`src/rtl/axis_vid_pkg.sv`:
```
// Shared types and constants for the AXIS video frame gate slice.
package axis_vid_pkg;

    typedef enum logic {
        SEEK = 1'b0,
        PASS = 1'b1
    } vid_state_t;

    localparam int SOF_BIT   = 0;
    localparam int ERR_CNT_W = 8;

    function automatic logic [ERR_CNT_W-1:0] sat_inc(input logic [ERR_CNT_W-1:0] v);
        return (v == '1) ? v : v + ERR_CNT_W'(1);
    endfunction

endpackage

```
`src/rtl/axis_vid_fwft_fifo.sv`:
```
// First-word-fall-through FIFO with registered full/empty flags and a
// synchronous flush that clears both pointers.
module axis_vid_fwft_fifo #(
    parameter int WIDTH = 26,
    parameter int DEPTH = 16
) (
    input  logic             clk,
    input  logic             rst,
    input  logic             flush,
    input  logic             wr_en,
    input  logic [WIDTH-1:0] wr_data,
    input  logic             rd_en,
    output logic [WIDTH-1:0] rd_data,
    output logic             full,
    output logic             empty
);
    localparam int AW = $clog2(DEPTH);
    localparam int PW = AW + 1;

    logic [WIDTH-1:0] mem [DEPTH];
    logic [PW-1:0]    wr_ptr, rd_ptr, wr_nxt, rd_nxt;
    logic             do_wr, do_rd;

    always_comb begin
        do_wr  = wr_en & ~full;
        do_rd  = rd_en & ~empty;
        wr_nxt = flush ? '0 : wr_ptr + PW'(do_wr);
        rd_nxt = flush ? '0 : rd_ptr + PW'(do_rd);
    end

    // Flags are computed from next pointers so they are plain registers.
    always_ff @(posedge clk or posedge rst) begin
        if (rst) begin
            wr_ptr <= '0;
            rd_ptr <= '0;
            full   <= 1'b0;
            empty  <= 1'b1;
        end else begin
            wr_ptr <= wr_nxt;
            rd_ptr <= rd_nxt;
            full   <= (wr_nxt - rd_nxt) == PW'(DEPTH);
            empty  <= (wr_nxt == rd_nxt);
        end
    end

    always_ff @(posedge clk) begin
        if (do_wr && !flush)
            mem[wr_ptr[AW-1:0]] <= wr_data;
    end

    assign rd_data = empty ? '0 : mem[rd_ptr[AW-1:0]];

endmodule

```
`src/rtl/axis_vid_frame_gate.sv`:
```
// Drops pixels until SOF, then forwards whole frames through a FWFT FIFO while
// counting framing errors. Define AXIS_VID_TLAST_REGEN_EN to regenerate tlast.
module axis_vid_frame_gate
    import axis_vid_pkg::*;
#(
    parameter int DATA_WIDTH  = 24,
    parameter int USER_WIDTH  = 1,
    parameter int FIFO_DEPTH  = 16,
    parameter int LINE_PIXELS = 1920
) (
    input  logic                  axis_clk,
    input  logic                  areset,
    input  logic [DATA_WIDTH-1:0] s_axis_tdata,
    input  logic                  s_axis_tvalid,
    output logic                  s_axis_tready,
    input  logic                  s_axis_tlast,
    input  logic [USER_WIDTH-1:0] s_axis_tuser,
    output logic [DATA_WIDTH-1:0] m_axis_tdata,
    output logic                  m_axis_tvalid,
    input  logic                  m_axis_tready,
    output logic                  m_axis_tlast,
    output logic [USER_WIDTH-1:0] m_axis_tuser,
    input  logic                  resync,
    output logic                  locked,
    output logic [ERR_CNT_W-1:0]  err_line_cnt,
    output logic [ERR_CNT_W-1:0]  err_sof_cnt
);
    localparam int CNT_W = $clog2(LINE_PIXELS) + 1;
    localparam int FW    = DATA_WIDTH + 1 + USER_WIDTH;
    localparam logic [CNT_W-1:0] LINE_LEN = CNT_W'(LINE_PIXELS);
    localparam logic [CNT_W-1:0] CNT_MAX  = '1;

    vid_state_t        state;
    logic [CNT_W-1:0]  pix_cnt;
    logic              in_ok;
    logic              fifo_full, fifo_empty;
    logic [FW-1:0]     fifo_rd_data;
    logic              sof, accept, wr_en, pos_last, out_tlast;
    logic [CNT_W-1:0]  base, pos;

    // pos is the 1-based position of the current beat; a SOF restarts the line
    // and the count saturates so an unterminated line can never alias LINE_LEN.
    always_comb begin
        sof      = s_axis_tuser[SOF_BIT];
        accept   = s_axis_tvalid & s_axis_tready;
        wr_en    = accept & ~resync & ((state == PASS) | sof);
        base     = sof ? '0 : pix_cnt;
        pos      = (base == CNT_MAX) ? base : base + CNT_W'(1);
        pos_last = (pos == LINE_LEN);
`ifdef AXIS_VID_TLAST_REGEN_EN
        out_tlast = pos_last;
`else
        out_tlast = s_axis_tlast;
`endif
    end

    assign s_axis_tready = in_ok & ((state == SEEK) | ~fifo_full);
    assign m_axis_tvalid = ~fifo_empty;
    assign {m_axis_tdata, m_axis_tlast, m_axis_tuser} = fifo_rd_data;

    always_ff @(posedge axis_clk or posedge areset) begin
        if (areset) begin
            state        <= SEEK;
            locked       <= 1'b0;
            pix_cnt      <= '0;
            in_ok        <= 1'b0;
            err_line_cnt <= '0;
            err_sof_cnt  <= '0;
        end else begin
            in_ok <= 1'b1;
            if (resync) begin
                state   <= SEEK;
                locked  <= 1'b0;
                pix_cnt <= '0;
            end else if (wr_en) begin
                state  <= PASS;
                locked <= 1'b1;
                if (sof && pix_cnt != '0)
                    err_sof_cnt <= sat_inc(err_sof_cnt);
                if (s_axis_tlast && !pos_last)
                    err_line_cnt <= sat_inc(err_line_cnt);
`ifdef AXIS_VID_TLAST_REGEN_EN
                pix_cnt <= pos_last ? '0 : pos;
`else
                pix_cnt <= s_axis_tlast ? '0 : pos;
`endif
            end
        end
    end

    axis_vid_fwft_fifo #(
        .WIDTH (FW),
        .DEPTH (FIFO_DEPTH)
    ) u_fifo (
        .clk     (axis_clk),
        .rst     (areset),
        .flush   (resync),
        .wr_en   (wr_en),
        .wr_data ({s_axis_tdata, out_tlast, s_axis_tuser}),
        .rd_en   (m_axis_tready),
        .rd_data (fifo_rd_data),
        .full    (fifo_full),
        .empty   (fifo_empty)
    );

endmodule

```
`config.mk`:
```
export PLATFORM = sky130hd
export DESIGN_NAME = axis_vid_frame_gate
export DESIGN_NICKNAME = d
export VERILOG_FILES = /design/src/rtl/axis_vid_pkg.sv /design/src/rtl/axis_vid_fwft_fifo.sv /design/src/rtl/axis_vid_frame_gate.sv
export SDC_FILE = /design/constraint.sdc
export NUM_CORES = 1
export LEC_CHECK = 0
export ABC_AREA = 1
export ABC_CLOCK_PERIOD_IN_PS = 3690
export BUFFER_PORTS_ARGS = -buffer_cell sky130_fd_sc_hd__buf_2
export CAP_MARGIN = 10
export CORE_MARGIN = 2
export CORE_UTILIZATION = 60
export CTS_CLUSTER_SIZE = 28
export DETAILED_ROUTE_END_ITERATION = 7
export PLACE_DENSITY = 0.78
export SLEW_MARGIN = 10
export SYNTH_ARGS = -nofsm -noshare
export SYNTH_HDL_FRONTEND = slang
export SYNTH_SLANG_ARGS = --single-unit
```
`constraint.sdc`:
```
create_clock -name axis_clk -period 3.69 [get_ports axis_clk]
set_input_delay 0.1845 -clock axis_clk [delete_from_list [all_inputs] [get_ports axis_clk]]
set_output_delay 0.1845 -clock axis_clk [all_outputs]
set_load 0.05 [all_outputs]
```
After elaboration in Yosys (flattened, before gate mapping)
Memories as Yosys holds them, arrays and structs flattened.
Cells that the tools add are included.
{"block": "word_totals", "reg_bits": 42, "ramBits": 416, "output_inout_bits": 45, "input_bits": 31, "word_cells": 57, "mem_count": 1}
{"name": "u_fifo.mem", "depth": 16, "word_bits": 26, "rd": 1, "rd_clocked_by_memory_dff": 0, "wr": 1, "line_no": "axis_vid_fwft_fifo.sv:20", "rtl": "logic [WIDTH-1:0] mem [DEPTH];"}
{"block": "op_classes", "n_addsub": 6, "reduce_logical": 9, "n_bitwise": 14, "n_mux": 12, "n_eq_ne": 6}
{"cell": "12-bit 2-to-1 mux", "count": 5}
{"cell": "26-bit 2-to-1 mux", "count": 1}
{"cell": "8-bit by 1-bit adder with 8-bit output, second input constant", "count": 2}
{"cell": "8-bit == test, second input constant", "count": 2}
{"cell": "12-bit by 1-bit adder with 12-bit output, second input constant", "count": 1}
{"cell": "12-bit by 11-bit == test with 1-bit output, second input constant", "count": 1}
{"cell": "12-bit == test, second input constant", "count": 1}
{"cell": "12-bit nonzero test", "count": 1}
{"cell": "5-bit by 1-bit adder with 5-bit output", "count": 2}
{"cell": "5-bit 2-to-1 mux", "count": 2}
{"cell": "4-bit AND reduction", "count": 2}
{"cell": "1-bit bitwise AND", "count": 6}
{"cell": "1-bit NOT", "count": 6}
{"cell": "5-bit == test", "count": 1}
{"cell": "5-bit == test, second input constant", "count": 1}
{"cell": "5-bit subtractor", "count": 1}
{"cell": "1-bit 2-to-1 mux", "count": 4}
{"cell": "1-bit logical AND", "count": 3}
{"cell": "1-bit zero test", "count": 2}
{"cell": "1-bit bitwise OR", "count": 2}
{"cell": "2-bit nonzero test", "count": 1}

Logic depth before layout (Yosys ltp)
{"block": "depth", "word_depth": 11, "mapped_depth": 17, "mapped_depth_nobuf": 17}

Cells and area by module
Synthesis repeated with hierarchy kept, for this count alone.
{"block": "unflattened", "cells_unflattened": 1851, "hier_area_um2": 19743.9}
{"mod": "axis_vid_fwft_fifo", "area_per_inst_um2": 17687.0, "instances": 1, "cells_each": 1567, "seq_area_each_um2": 12793.5}
{"mod": "axis_vid_frame_gate", "area_per_inst_um2": 2057.0, "instances": 1, "cells_each": 284, "seq_area_each_um2": 750.7}

Worst setup path before layout
No wires, ideal clock.
{"block": "synth_path", "path_kind": "reg-to-reg", "start": "register state", "end": "memory u_fifo.mem[10][0], enable pin", "period_less_slack_ns": 3.070, "path_buffers": 0, "arrival_ns": 2.661, "path_stages_with_launch": 8, "setup_ns": 0.409, "required_ns": 3.281, "setup_slack_ns": 0.620, "cell_sequence": "dfrtp_1 nand2_1 nand2_1 inv_2 nand2_2 nor2_1 nand3_1 nor2_1"}
{"block": "synth_via", "elab_chain_cells": 10, "word_cells_on_any_way": 11, "cone_classes": "mux: 2; bitwise: 8; reduce/logical: 1"}
{"element": "from (decl)", "line_no": "axis_vid_frame_gate.sv:33", "rtl": "vid_state_t state;"}
{"element": "from (signal assigned)", "line_no": "axis_vid_frame_gate.sv:63", "rtl": "state <= SEEK;"}
{"element": "from (signal assigned)", "line_no": "axis_vid_frame_gate.sv:72", "rtl": "state <= SEEK;"}
{"element": "from (signal assigned)", "line_no": "axis_vid_frame_gate.sv:76", "rtl": "state <= PASS;"}
{"element": "1-bit NOT", "line_no": "axis_vid_frame_gate.sv:57", "rtl": "assign s_axis_tready = in_ok & ((state == SEEK) | ~fifo_full);"}
{"element": "1-bit bitwise OR", "line_no": "axis_vid_frame_gate.sv:57"}
{"element": "1-bit bitwise AND", "line_no": "axis_vid_frame_gate.sv:57"}
{"element": "via s_axis_tready", "line_no": "axis_vid_frame_gate.sv:15", "rtl": "output logic s_axis_tready,"}
{"element": "1-bit bitwise AND", "line_no": "axis_vid_frame_gate.sv:45", "rtl": "accept = s_axis_tvalid & s_axis_tready;"}
{"element": "1-bit bitwise AND (2 in series)", "line_no": "axis_vid_frame_gate.sv:46", "rtl": "wr_en = accept & ~resync & ((state == PASS) | sof);"}
{"element": "1-bit bitwise AND", "line_no": "axis_vid_fwft_fifo.sv:25", "rtl": "do_wr = wr_en & ~full;"}
{"element": "1-bit logical AND", "line_no": "axis_vid_fwft_fifo.sv:47", "rtl": "if (do_wr && !flush)"}
{"element": "1-bit 2-to-1 mux", "line_no": "axis_vid_fwft_fifo.sv:47"}
{"element": "1-bit 2-to-1 mux (not written as such)", "line_no": "axis_vid_fwft_fifo.sv:48", "rtl": "mem[wr_ptr[AW-1:0]] <= wr_data;"}
{"element": "to (decl)", "line_no": "axis_vid_fwft_fifo.sv:20"}
The timed path passes the listed nets, and every way through them passes these cells.

Worst setup path after layout
{"block": "layout_path", "start": "register u_fifo.rd_ptr[1]", "end": "output port m_axis_tlast"}
{"block": "layout_via", "elab_chain_cells": 2}
{"element": "from (decl)", "line_no": "axis_vid_fwft_fifo.sv:21", "rtl": "logic [PW-1:0] wr_ptr, rd_ptr, wr_nxt, rd_nxt;"}
{"element": "from (signal assigned)", "line_no": "axis_vid_fwft_fifo.sv:40", "rtl": "rd_ptr <= rd_nxt;"}
{"element": "memory read 16 x 26 bit"}
{"element": "26-bit 2-to-1 mux", "line_no": "axis_vid_fwft_fifo.sv:51", "rtl": "assign rd_data = empty ? '0 : mem[rd_ptr[AW-1:0]];"}
{"element": "to (decl)", "line_no": "axis_vid_frame_gate.sv:21", "rtl": "output logic m_axis_tlast,"}
No other way between the ends.

==> flow_metrics.py <==
metrics = {
    "cts": {
        "numCtsBuffers": 45,
        "cts_tree": "built",
        "htreeDepth": 2,
        "clkLatencyLatePin_ns": 0.53,
        "cts-root-buf": "clkbuf_16",
        "cts.clk_slew.worst_paths_ns": 0.06,
        "clkSinkCount": 458,
        "clock_path_buffers": 3,
    },
    "floorplan": {
        "fp.dieH_microns": 181,
        "core-area_sq_um": 30700,
        "die_width_microns": 181,
        "initial_utilization": 0.611,
        "design.die.area_sq_um": 32700,
        "rows": 64,
        "ios": 76,
    },
    "setup_path": {
        "endpoint_kind": "output port",
        "setup.worst_path.class": "register to output port",
        "rrSetupSlack_ns": 0.68,
        "crit_required_ns": 3.51,
        "ff2ff_path_depth": 16,
        "crit_path_max_fanout": 45,
        "rr_endpoint": "u_fifo.full",
        "critPathLaunchType": "register",
        "rr_startpoint": "state",
        "crit_arrival_ns": 3.24,
    },
    "synth": {
        "synth_cell_types": 42,
        "syn_area_sq_um": 18700,
        "yosysWarnings": 0,
        "syn_avg_cell_area_sq_um": 12.6,
        "synth_seq_cells": 458,
        "synth-edff-count": 416,
        "seq_area_frac_synth": 0.723,
        "ys.flop_type": "edfxtp_1",
        "synthArstFlopShare": 0.0917,
        "syn-num-nets": 1528,
        "syn_inst": 1486,
        "synth_area_leader_cell": "edfxtp_1",
        "synth.area.top_cells": "edfxtp_1 (67%), dfrtp_1 (5.5%), nor2_1 (5.2%)",
        "yosysTopAreaCellShare": 0.667,
    },
    "timing": {
        "relSlewSlack": 0.368,
        "fmax_ghz": 0.292,
        "worstMarginPinSlew_ns": 0.947,
        "hold-worst-slack_ns": 0.0254,
        "fin_tns_setup_ns": 0,
        "fin_crit_ns": 3.43,
        "clock_skew_ns": 0.00986,
        "timing.final.crit_share": 0.929,
        "final_hold_viol_count": 0,
        "rsz0062_at_grt": "false",
        "slew_viol_final": 0,
        "setup_violations": 0,
    },
    "route": {
        "drt_wl_total_microns": 43700,
        "drt_pass1_iterations": 8,
        "wl_per_cell_microns": 22.0,
        "vias": 12600,
        "viasPerCell": 6.34,
        "remaining_drc_errors": 5,
        "detail-route-antenna-nets": 0,
        "dr.first_iter.drc_count": 1601,
    },
    "final_layout": {
        "final_common_cell": "edfxtp_1",
        "mostFrequentLayoutCells": "edfxtp_1 (416), nor2_1 (246), o21ai_0 (171)",
        "drive_gt1_frac": 0.139,
        "area_growth_pct": 12.7,
        "nets": 1596,
        "n_antenna_cell": 0,
    },
    "place": {
        "dp_hpwl_microns": 23800,
        "gp_congestion": 0.871,
        "portBuffers": 75,
    },
    "min_path": {
        "hold_depth": 1,
        "holdCritStartpoint": "s_axis_tdata[18]",
        "whs_endpoint": "u_fifo.mem[13][20]",
        "hold_class": "input pin to register",
    },
    "run_status": {
        "status": "finished with violations",
        "violations": "DRC",
    },
    "power": {
        "leakagePower_nw": 7.35,
        "swShare": 0.228,
        "ir_drop_mv": 0.345,
        "pwr_density_cell_nw_per_um2": 508,
        "combPwrFrac": 0.070,
        "seq_power_share": 0.533,
        "p_int_mw": 8.27,
        "clock_power_share": 0.398,
        "p_sw_mw": 2.44,
    },
    "grt": {
        "grt-ovfl-total": 0,
        "grt_antenna_before_repair": 3,
        "grt_pass1_wl_microns": 67700,
        "grt_max_degree": 152,
        "track_usage": 0.267,
        "grt_pass1_vias": 12300,
    },
    "run": {
        "maxCapViolCount": 0,
    },
}
[Yosys cell counts (3+ instances only)]
library cell / instances
o21ai_1: 53
o221ai_1: 78
nand2_1: 91
buf_2: 8
ha_1: 11
inv_2: 12
xor2_1: 11
inv_1: 53
o21ai_0: 171
a21oi_1: 28
nor4_1: 3
nor2_1: 262
xnor2_1: 5
nor2_4: 3
nand3_1: 56
o22ai_1: 34
nand4_1: 14
o211ai_1: 26
dfrtp_1: 41
edfxtp_1: 416
nor3_1: 3
clkbuf_1: 81
[registers in the layout, indices dropped and copies added, names as in the netlist]
name,cells
err_line_cnt,8
state,1
u_fifo.rd_ptr,5
u_fifo.mem,416
in_ok,1
err_sof_cnt,8
u_fifo.wr_ptr,5
u_fifo.full,1
pix_cnt,12
u_fifo.empty,1
[metrics by stage]
step | worst slack (ns) | instances | utilization | area, sq um | power, mW
after floorplan | 0.620 | 1486 | - | 18700 | 6.31
after global placement | 0.685 | 1901 | 0.643 | 19700 | 6.53
after detailed placement | 0.544 | 1901 | 0.643 | 19700 | 6.55
after CTS | 0.270 | 1984 | 0.688 | 21100 | 10.7
after global routing | 0.111 | 1984 | 0.688 | 21100 | 11.0
final | 0.261 | 1984 | 0.688 | 21100 | 10.7
[area by class of cell]
cell class | count | area, sq um
well taps | 396 | 495
clock inverters | 27 | 184
flip-flops and latches | 458 | 13600
clock buffers | 54 | 1180
fillers | 2081 | 9560
repair buffers | 114 | 761
inverters | 66 | 253
multi-input cells | 869 | 4690
[kinds of logic (layout without fill, tap and decap cells)]
group / Yosys count / in the layout / synth area share
flip-flops: 458 / 458 / 0.723
AND/OR/NAND/NOR: 443 / 443 / 0.100
AO/OA/AOI/OAI: 398 / 398 / 0.129
buffers and inverters: 159 / 261 / 0.0334
XOR/XNOR: 16 / 16 / 0.00748
adder cells (fa/ha/maj): 11 / 11 / 0.00734
other: 1 / 1 / 0.000200
[power groups by stage]
stage	Sequential (mW)	Clock [mW]	Combinational [mW]
after floorplan	5.86	0	0.455
after detailed placement	5.82	0	0.733
after CTS	5.71	4.29	0.740
final	5.71	4.26	0.745
after global placement	5.82	0	0.715
after global routing	5.71	4.49	0.808
[critical path, stage by stage (launching register included)]
cell and delay [ns]:
dfrtp_2 0.76, buf_4 0.54, o21ai_0 0.23, o221ai_1 0.31, o211ai_1 0.17, a21oi_1 0.34, buf_2 0.33
[metal layers]
layer / share of wire / track usage / vias to the layer above / wire (microns)
met5: 0.00064 / 0 / - / 28
met4: 0.035 / 0.106 / 4 / 1520
met3: 0.10 / 0.0508 / 121 / 4490
met2: 0.48 / 0.422 / 722 / 20800
met1: 0.39 / 0.371 / 6081 / 16900
li1: - / - / 5659 / -
[repair_timing]
item,CTS,global route
setup buffers,0,0
resized for setup,0,0
endpoints found under the hold margin,45,0
hold buffers,2,0
[worst max-delay path by stage]
stage | start | endpoint | cells past startpoint
global placement | resync | u_fifo.full | 18
global route | u_fifo.rd_ptr[1] | m_axis_tlast | 6
detailed placement | resync | u_fifo.full | 18
finish | u_fifo.rd_ptr[1] | m_axis_tlast | 6
floorplan | state | u_fifo.mem[10][0] | 7
CTS | u_fifo.rd_ptr[1] | m_axis_tlast | 6
Note: power is estimated with default switching activity, not from simulation.
